--- src/rtl/sync_pkg.sv ---
// Shared definitions for the stable-value capture block.
//   DATA_W_DEF / STABLE_CYCLES_DEF / FIFO_DEPTH_DEF : default parameter values
//   CNT_W  : run counter width (holds STABLE_CYCLES-1 for any legal setting)
//   DROP_W : width of the saturating drop counter
//   sat_inc: increment that sticks at all-ones
package sync_pkg;

    localparam int DATA_W_DEF        = 4;
    localparam int STABLE_CYCLES_DEF = 3;
    localparam int FIFO_DEPTH_DEF    = 4;
    localparam int CNT_W             = $clog2(16);
    localparam int DROP_W            = 8;

    function automatic logic [DROP_W-1:0] sat_inc(input logic [DROP_W-1:0] v);
        return (v == {DROP_W{1'b1}}) ? v : v + DROP_W'(1);
    endfunction

endpackage

--- src/rtl/sync_stable_capture_if.sv ---
// Output stream of the stable-value capture block.
//   out_valid : producer has a value on out_data
//   out_ready : consumer accepts out_data this cycle
//   out_data  : value being offered
// Handshake: a transfer happens on every rising clk_b edge where
// out_valid && out_ready. While out_valid is high, out_data is held until that
// transfer; out_valid never depends combinationally on out_ready.
interface sync_stable_capture_if
    import sync_pkg::*;
#(
    parameter int DATA_W = DATA_W_DEF
) ();

    logic              out_valid;
    logic              out_ready;
    logic [DATA_W-1:0] out_data;

    modport master (output out_valid, output out_data, input  out_ready);
    modport slave  (input  out_valid, input  out_data, output out_ready);

endinterface

--- src/rtl/sync_fifo.sv ---
// Small show-ahead FIFO for accepted values.
//   clk_b, rst_b : clock, asynchronous active-low reset
//   push/push_data : write request; ignored when full unless a pop frees a slot
//   pop            : read request; ignored when empty
//   full, empty    : occupancy flags
//   head           : oldest entry (valid when !empty)
// Pointers carry one extra bit so full and empty are distinguishable when the
// index bits match.
module sync_fifo
    import sync_pkg::*;
#(
    parameter int DATA_W = DATA_W_DEF,
    parameter int DEPTH  = FIFO_DEPTH_DEF
) (
    input  logic              clk_b,
    input  logic              rst_b,
    input  logic              push,
    input  logic [DATA_W-1:0] push_data,
    input  logic              pop,
    output logic              full,
    output logic              empty,
    output logic [DATA_W-1:0] head
);

    localparam int AW = $clog2(DEPTH);

    logic [AW:0]       wr_ptr;
    logic [AW:0]       rd_ptr;
    logic [DATA_W-1:0] mem [DEPTH];
    logic              do_push;
    logic              do_pop;

    assign empty   = (wr_ptr == rd_ptr);
    assign full    = (wr_ptr[AW] != rd_ptr[AW]) && (wr_ptr[AW-1:0] == rd_ptr[AW-1:0]);
    assign do_pop  = pop && !empty;
    // A pop on the same edge frees the slot the push needs.
    assign do_push = push && (!full || do_pop);
    assign head    = mem[rd_ptr[AW-1:0]];

    always_ff @(posedge clk_b or negedge rst_b) begin
        if (!rst_b) begin
            wr_ptr <= '0;
            rd_ptr <= '0;
            for (int i = 0; i < DEPTH; i++) begin
                mem[i] <= '0;
            end
        end else begin
            if (do_push) begin
                mem[wr_ptr[AW-1:0]] <= push_data;
                wr_ptr              <= wr_ptr + (AW+1)'(1);
            end
            if (do_pop) begin
                rd_ptr <= rd_ptr + (AW+1)'(1);
            end
        end
    end

endmodule

--- src/rtl/sync_stable_capture.sv ---
// Accepts a multi-bit synchronized value only after it has been sampled
// unchanged on STABLE_CYCLES consecutive clk_b edges, queues each newly
// accepted value for a valid/ready consumer, and counts values lost to
// overflow.
//   clk_b, rst_b  : clock, asynchronous active-low reset
//   sync_in       : value from the double-flop synchronizer
//   clr_ovf       : clears overflow and drop_count
//   out_if        : valid/ready output stream (master side)
//   stable_value  : last accepted value
//   stable_flag   : sync_in matches a completed stable run
//   drop_count    : saturating count of dropped pushes
//   overflow      : sticky, at least one push dropped
module sync_stable_capture
    import sync_pkg::*;
#(
    parameter int DATA_W        = DATA_W_DEF,
    parameter int STABLE_CYCLES = STABLE_CYCLES_DEF,
    parameter int FIFO_DEPTH    = FIFO_DEPTH_DEF
) (
    input  logic                  clk_b,
    input  logic                  rst_b,
    input  logic [DATA_W-1:0]     sync_in,
    input  logic                  clr_ovf,
    sync_stable_capture_if.master out_if,
    output logic [DATA_W-1:0]     stable_value,
    output logic                  stable_flag,
    output logic [DROP_W-1:0]     drop_count,
    output logic                  overflow
);

    // cnt counts equal samples after the first one of a run, so the run is
    // complete once cnt reaches STABLE_CYCLES-1.
    localparam logic [CNT_W-1:0] CNT_MAX = CNT_W'(STABLE_CYCLES - 1);
    localparam logic [CNT_W-1:0] CNT_ACC = CNT_W'(STABLE_CYCLES - 2);

    logic [DATA_W-1:0] prev;
    logic [CNT_W-1:0]  cnt;
    logic              same;
    logic              accept;
    logic              pop;
    logic              drop;
    logic              fifo_full;
    logic              fifo_empty;
    logic [DATA_W-1:0] fifo_head;

    assign same        = (sync_in == prev);
    // Fires only on the edge that completes the run; cnt saturates afterwards.
    // Re-accepting the current stable value would only create a duplicate.
    assign accept      = same && (cnt == CNT_ACC) && (sync_in != stable_value);
    assign stable_flag = same && (cnt == CNT_MAX);
    assign pop         = out_if.out_valid && out_if.out_ready;
    assign drop        = accept && fifo_full && !pop;

    assign out_if.out_valid = !fifo_empty;
    assign out_if.out_data  = fifo_head;

    sync_fifo #(
        .DATA_W (DATA_W),
        .DEPTH  (FIFO_DEPTH)
    ) u_fifo (
        .clk_b     (clk_b),
        .rst_b     (rst_b),
        .push      (accept),
        .push_data (sync_in),
        .pop       (pop),
        .full      (fifo_full),
        .empty     (fifo_empty),
        .head      (fifo_head)
    );

    // Run filter: any change, including a return to an older value, restarts.
    always_ff @(posedge clk_b or negedge rst_b) begin
        if (!rst_b) begin
            prev         <= '0;
            cnt          <= '0;
            stable_value <= '0;
        end else begin
            prev <= sync_in;
            if (same) begin
                if (cnt != CNT_MAX) begin
                    cnt <= cnt + CNT_W'(1);
                end
            end else begin
                cnt <= '0;
            end
            if (accept) begin
                stable_value <= sync_in;
            end
        end
    end

    // A drop on the clearing edge still counts, so the clear never hides it.
    always_ff @(posedge clk_b or negedge rst_b) begin
        if (!rst_b) begin
            overflow   <= 1'b0;
            drop_count <= '0;
        end else if (clr_ovf) begin
            overflow   <= drop;
            drop_count <= drop ? DROP_W'(1) : '0;
        end else if (drop) begin
            overflow   <= 1'b1;
            drop_count <= sat_inc(drop_count);
        end
    end

endmodule
--- src/flat_wrapper.sv ---
// flat-port wrapper written by rule: the top's interface ports become plain ports
module sync_stable_capture_flat import sync_pkg::*;
#(
    parameter int DATA_W        = DATA_W_DEF,
    parameter int STABLE_CYCLES = STABLE_CYCLES_DEF,
    parameter int FIFO_DEPTH    = FIFO_DEPTH_DEF
)
  (clk_b, rst_b, sync_in, clr_ovf, stable_value, stable_flag, drop_count, overflow, out_if_out_valid, out_if_out_data, out_if_out_ready);
  sync_stable_capture_if #(.DATA_W(DATA_W)) out_if_i ();
  input  logic clk_b;
  input  logic rst_b;
  input  logic [DATA_W-1:0] sync_in;
  input  logic clr_ovf;
  output logic [DATA_W-1:0] stable_value;
  output logic stable_flag;
  output logic [DROP_W-1:0] drop_count;
  output logic overflow;
  output wire logic [$bits(out_if_i.out_valid)-1:0] out_if_out_valid;
  output wire logic [$bits(out_if_i.out_data)-1:0] out_if_out_data;
  input wire logic [$bits(out_if_i.out_ready)-1:0] out_if_out_ready;
  assign out_if_out_valid = out_if_i.out_valid;
  assign out_if_out_data = out_if_i.out_data;
  assign out_if_i.out_ready = out_if_out_ready;
  sync_stable_capture #(.DATA_W(DATA_W), .STABLE_CYCLES(STABLE_CYCLES), .FIFO_DEPTH(FIFO_DEPTH)) u_core (.clk_b(clk_b), .rst_b(rst_b), .sync_in(sync_in), .clr_ovf(clr_ovf), .out_if(out_if_i), .stable_value(stable_value), .stable_flag(stable_flag), .drop_count(drop_count), .overflow(overflow));
endmodule
--- config.mk ---
export PLATFORM = sky130hd
export DESIGN_NAME = sync_stable_capture_flat
export DESIGN_NICKNAME = d
export VERILOG_FILES = /design/src/rtl/sync_pkg.sv /design/src/rtl/sync_stable_capture_if.sv /design/src/rtl/sync_fifo.sv /design/src/rtl/sync_stable_capture.sv /design/src/flat_wrapper.sv
export SDC_FILE = /design/constraint.sdc
export NUM_CORES = 1
export LEC_CHECK = 0
export CAP_MARGIN = 15
export CORE_MARGIN = 2
export CORE_UTILIZATION = 39
export DETAILED_ROUTE_END_ITERATION = 10
export MAX_ROUTING_LAYER = met4
export PLACE_DENSITY_LB_ADDON = 0.12
export SLEW_MARGIN = 10
export SYNTH_ARGS = -nofsm -noshare
export SYNTH_HDL_FRONTEND = slang
export SYNTH_SLANG_ARGS = --single-unit
export TNS_END_PERCENT = 5
--- constraint.sdc ---
create_clock -name clk_b -period 2.2 [get_ports clk_b]
set_input_delay 0.33 -clock clk_b [delete_from_list [all_inputs] [get_ports clk_b]]
set_output_delay 0.33 -clock clk_b [all_outputs]
set_load 0.01 [all_outputs]
Word-level counts from Yosys, hierarchy flattened
Index checks and enable logic that the tools add are counted.
Operators by class
  multiplexer cells: 14
  reductions and logical operators: 16
  magnitude comparators: 3
  $add $sub $neg: 4
  bitwise gates (word level): 2
  eq/ne operators: 11
Operators by type and width (count)
  two-way mux 8 bit: 3
  two-way mux 4 bit: 5
  bitwise mux 16 bit: 1
  logical AND 1 bit: 10
  adder 8 x 1 -> 8 bit, second input constant: 1
  binary-select mux 4 bit (select 2 bit): 1
  demux 4 bit (select 2 bit): 1
  == test 8 bit, second input constant: 1
  adder 3 x 1 -> 3 bit, second input constant: 2
  greater-or-equal comparator 3 bit, second input constant: 2
  inverter 2 -> 3 bit: 2
  adder 4 x 1 -> 4 bit, second input constant: 1
  == test 4 x 1 -> 1 bit, second input constant: 1
  == test 4 x 2 -> 1 bit, second input constant: 1
  == test 4 bit: 1
  != test 2 bit, second input constant: 2
  != test 4 x 2 -> 1 bit, second input constant: 1
  != test 4 bit: 1
  == test 3 bit: 1
  zero test 1 bit: 3
  < comparator 3 x 1 -> 1 bit, second input constant: 1
  two-way mux 1 bit: 3
  == test 2 bit: 1
  AND reduction 2 bit: 1
  other kinds (3): 3
Word-level totals
  bits of input ports: 8
  register bits after elaboration: 43

Logic depth before layout (Yosys ltp)
  depth in word-level cells: 7
  gate-level depth with buffers: 7

By module
Synthesis repeated with hierarchy kept, for this count alone.
Unflattened totals
  cell total of the unflattened synthesis: 204
  area, all modules: 2359.8 um^2
Modules (own cells, without submodules)
  sync_fifo: cells each 98, area an instance 1262.5 um^2, times used 1, sequential area each 550.5 um^2
  sync_stable_capture: cells each 106, area an instance 1097.3 um^2, times used 1, sequential area each 525.5 um^2

Least setup slack after synthesis
OpenSTA, ideal clock, no wires.
  path kind: register -> register
  from: register u_core.u_fifo.rd_ptr[0]
  to: register u_core.drop_count[5]
  buffers on the path: 2
  data required time: 2.075 ns
  arrival: 1.799 ns
  setup time: 0.125 ns
  slack: 0.277 ns
  stages on the path, launching flop included: 8
  path through: dfrtp_1 > buf_6 > xnor2_2 > and4bb_1 > nand4_2 > buf_6 > nor4_1 > mux2_2
Between the ends
  word-level cells in the longest chain between the ends: 7
  elaborated cells on any way between the ends: 10
RTL lines
  from (decl): RTL line sync_fifo.sv:28  | logic [AW:0] rd_ptr;
  from (signal assigned): RTL line sync_fifo.sv:53  | rd_ptr <= rd_ptr + (AW+1)'(1);
  == test 3 bit: RTL line sync_fifo.sv:33  | assign empty = (wr_ptr == rd_ptr);
  zero test 1 bit: RTL line sync_stable_capture.sv:54  | assign out_if.out_valid = !fifo_empty;
  logical AND 1 bit: RTL line sync_stable_capture.sv:51  | assign pop = out_if.out_valid && out_if.out_ready;
  zero test 1 bit: RTL line sync_stable_capture.sv:52  | assign drop = accept && fifo_full && !pop;
  logical AND 1 bit (*): RTL line sync_stable_capture.sv:52
  nonzero test 2 bit (no line) (*)
  AND reduction 2 bit (no line) (*)
  to (signal assigned): RTL line sync_stable_capture.sv:99  | drop_count <= drop ? DROP_W'(1) : '0;
  to (signal assigned): RTL line sync_stable_capture.sv:102  | drop_count <= sat_inc(drop_count);
  to (decl): RTL line sync_stable_capture.sv:27  | output logic [DROP_W-1:0] drop_count,
Every way passes the cells marked *; elsewhere a longest branch is shown, timed or not.
A chain may end at the register's enable or synchronous reset.

Worst setup path after layout
  from: register u_core.u_fifo.rd_ptr[0]
  to: output port out_if_out_data[3]
Between the ends
  word-level cells in the longest chain between the ends: 4
RTL lines
  inverter 2 -> 3 bit (not written as such): RTL line sync_fifo.sv:38  | assign head = mem[rd_ptr[AW-1:0]];
  binary-select mux 4 bit (select 2 bit): RTL line sync_fifo.sv:38
  two-way mux 4 bit (not written as such) (2 in a row): RTL line sync_fifo.sv:38
  to (decl): RTL line flat_wrapper.sv:19  | output wire logic [$bits(out_if_i.out_data)-1:0] out_if_out_data;
No other way between the ends. The select of a mux whose other input is x is not followed.

==> flow_metrics.env <==
export IMPL_rr_worst_depth=6
export IMPL_finish_utilization_pct=49.2
export IMPL_maxSlewViolCount=0
export IMPL_yosys_top_cells_area="dfrtp_1, mux2_2, xnor2_1, ha_1, mux4_1"
export IMPL_period_share_pct=97.1
export IMPL_setup_ws_ps=64.5
export IMPL_antenna_diode_count=0
export IMPL_crit_fanout=5
export IMPL_dp_hpwl_um=3140
export IMPL_area_growth_pct=22.3
export IMPL_worstPathRequired_ps=1870
export IMPL_p_leak_nw=1.25
export IMPL_hold_slack_ps=500
export IMPL_io_buffers=26
export IMPL_finalPower_mw=1.88
export IMPL_clockBufferDepth=2
export IMPL_num_rows=27
export IMPL_cts_root_buf="clkbuf_8"
export IMPL_antenna_found_initial=0
export IMPL_async_reset_ff_share_pct=100
export IMPL_h_tree_depth=2
export IMPL_io_pins=27
export IMPL_grt_max_degree=20
export IMPL_cts_tree="done"
export IMPL_first_pass_iters=5
export IMPL_reg2reg_from="u_core.u_fifo.rd_ptr[0]"
export IMPL_max_slew_margin_rel_pct=71.8
export IMPL_power_density_nw_per_um2=698
export IMPL_grt_busiest_layer="met2"
export IMPL_syn_inst=174
export IMPL_vias=1489
export IMPL_ys_seq_elements=43
export IMPL_synthDominantCellAreaShare_pct=48.8
export IMPL_synth_area_um2=2200
export IMPL_synthTopCellsByCount="dfrtp_1, mux2_2, xnor2_1"
export IMPL_tightestPinTransition_ps=423
export IMPL_met1_usage_pct=17.8
export IMPL_startpoint_type="flip-flop"
export IMPL_wl_um=4210
export IMPL_min_path_type="in2async"
export IMPL_initial_utilization_pct=40.3
export IMPL_met2_usage_pct=26.9
export IMPL_max_vdd_ir_drop_mv=0.402
export IMPL_die_area_um2=6270
export IMPL_outcome="complete, no violations"
export IMPL_fp_dieW_um=79.2
export IMPL_reg2reg_to="u_core.u_fifo.mem[9]"
export IMPL_nNetsFinal=230
export IMPL_setup_viol=0
export IMPL_critPathKind="reg2out"
export IMPL_crit_path_end_kind="output port"
export IMPL_die_h_um=79.2
export IMPL_core_um2=5470
export IMPL_fmax_mhz=468
export IMPL_rsz0062_at_grt="false"
export IMPL_maxCapViolCount=0
export IMPL_synth_cell_types=34
export IMPL_final_hold_viol_count=0
export IMPL_clock_sinks=43
export IMPL_post_synth_top_count_cell="dfrtp_1"
export IMPL_synth_edf_count=0
export IMPL_drive_above_1_share_pct=25.7
export IMPL_worstPathArrival_ps=1810
export IMPL_wl_per_cell_um=14.7
export IMPL_clk_pin_slew_worst_paths_ps=80
export IMPL_numCtsBuffers=5
export IMPL_grt_remaining_overflow=0
export IMPL_worst_r2r_setup_slack_ps=70
export IMPL_met3_usage_pct=3.64
export IMPL_grt_util_all_layers_pct=15.5
export IMPL_yosys_warnings=0
export IMPL_synth_area_per_cell_um2=12.7
export IMPL_grt_pass1_vias=1526
export IMPL_synth_ff_type="dfrtp_1"
export IMPL_dp_slack_ps=-151
export IMPL_antenna_left=0
export IMPL_drc=0
export IMPL_yosys_area_top_type="dfrtp_1"
export IMPL_yosysSeqAreaShare_pct=48.8
export IMPL_synth_net_count=191
export IMPL_place_gp_congestion=0.776
export IMPL_grt_pass1_wl_um=7140
export IMPL_viasPerCell=5.21
export IMPL_period_minus_slack_ps=2140
export IMPL_insertion_delay_ps=290
export IMPL_skew_ps=8.00
export IMPL_drt_iter0_markers=53
## sequential cells by signal, indices dropped and copies added (netlist names)
register,count
u_core.u_fifo.mem,16
u_core.overflow,1
u_core.drop_count,8
u_core.stable_value,4
u_core.u_fifo.wr_ptr,3
u_core.cnt,4
u_core.u_fifo.rd_ptr,3
u_core.prev,4
## critical path, stage by stage (launching register included)
cell and delay [ps]:
dfrtp_2 470, mux4_1 560, clkdlybuf4s50_1 490
## kinds of logic (layout without fill, tap and decap cells)
kind of cell | count (synthesis) | count (layout) | synth area share, %
mux | 26 | 26 | 16.0
compound gates | 18 | 18 | 4.83
xor+xnor | 17 | 17 | 7.10
fa+ha+maj | 9 | 9 | 5.11
buf+inv | 15 | 55 | 4.66
simple gates | 46 | 46 | 13.5
flops | 43 | 43 | 48.8
## metal layers
metal | vias to the layer above | share of wire [%]
met5 | - | 0
met2 | 35 | 51
met3 | 4 | 4.2
met4 | 0 | 1.2
li1 | 700 | -
met1 | 750 | 44
## through the flow
| stage | cell area [um2] | std cells | TNS (ps) |
|---|---|---|---|
| floorplan | 2200 | 174 | 0 |
| global placement | 2560 | 275 | -1460 |
| detailed placement | 2560 | 275 | -2230 |
| CTS | 2670 | 286 | 0 |
| global route | 2700 | 286 | 0 |
| finish | 2700 | 286 | 0 |
## area by class of cell
type / count / area [um2]
fill: 533 / 2780
sequential: 43 / 1080
multi-input combinational: 116 / 1040
timing repair buffer: 41 / 377
tap: 72 / 90.1
clock buffer: 6 / 72.6
inverter: 6 / 22.5
clock inverter: 2 / 12.5
## power breakdown
part	leakage, nW	internal, mW	switching [mW]
combinational	0.632	0.257	0.194
clock	0.0412	0.222	0.260
sequential	0.572	0.867	0.0826
total	1.25	1.35	0.536
## layout by cell type (no fill, tap or decap), types with 5 or more instances in the layout
cell type	synthesis	final
o21ai_0	5	5
nor2_1	6	6
xnor2_1	15	15
clkdlybuf4s50_1	0	21
nand2_1	7	6
buf_4	0	14
clkbuf_8	0	5
ha_1	9	9
dfrtp_1	43	42
nand3_1	7	7
a21oi_1	7	7
inv_1	6	6
mux2_2	22	22
## worst max-delay path by stage
stage	startpoint	to	slack [ps]	cells after the start
6_report	u_core.u_fifo.rd_ptr[0]	out_if_out_data[3]	60	2
5_1_grt	u_core.u_fifo.rd_ptr[0]	u_core.drop_count[7]	10	6
4_1_cts	u_core.u_fifo.rd_ptr[0]	u_core.drop_count[5]	3	6
3_5_place_dp	sync_in[3]	u_core.drop_count[5]	-150	6
3_3_place_gp	sync_in[1]	u_core.drop_count[5]	-130	6
2_1_floorplan	u_core.u_fifo.rd_ptr[0]	u_core.drop_count[5]	280	7
## what timing repair did
action                                  4_1_cts  5_1_grt
hold buffers                                  1        0
endpoints found under the hold margin        17        0
setup buffers                                 2        0
endpoints found under the setup margin        5       14
gates resized for setup                       2        8
cloned                                        0        0
Note: power is estimated with default switching activity, not from simulation.
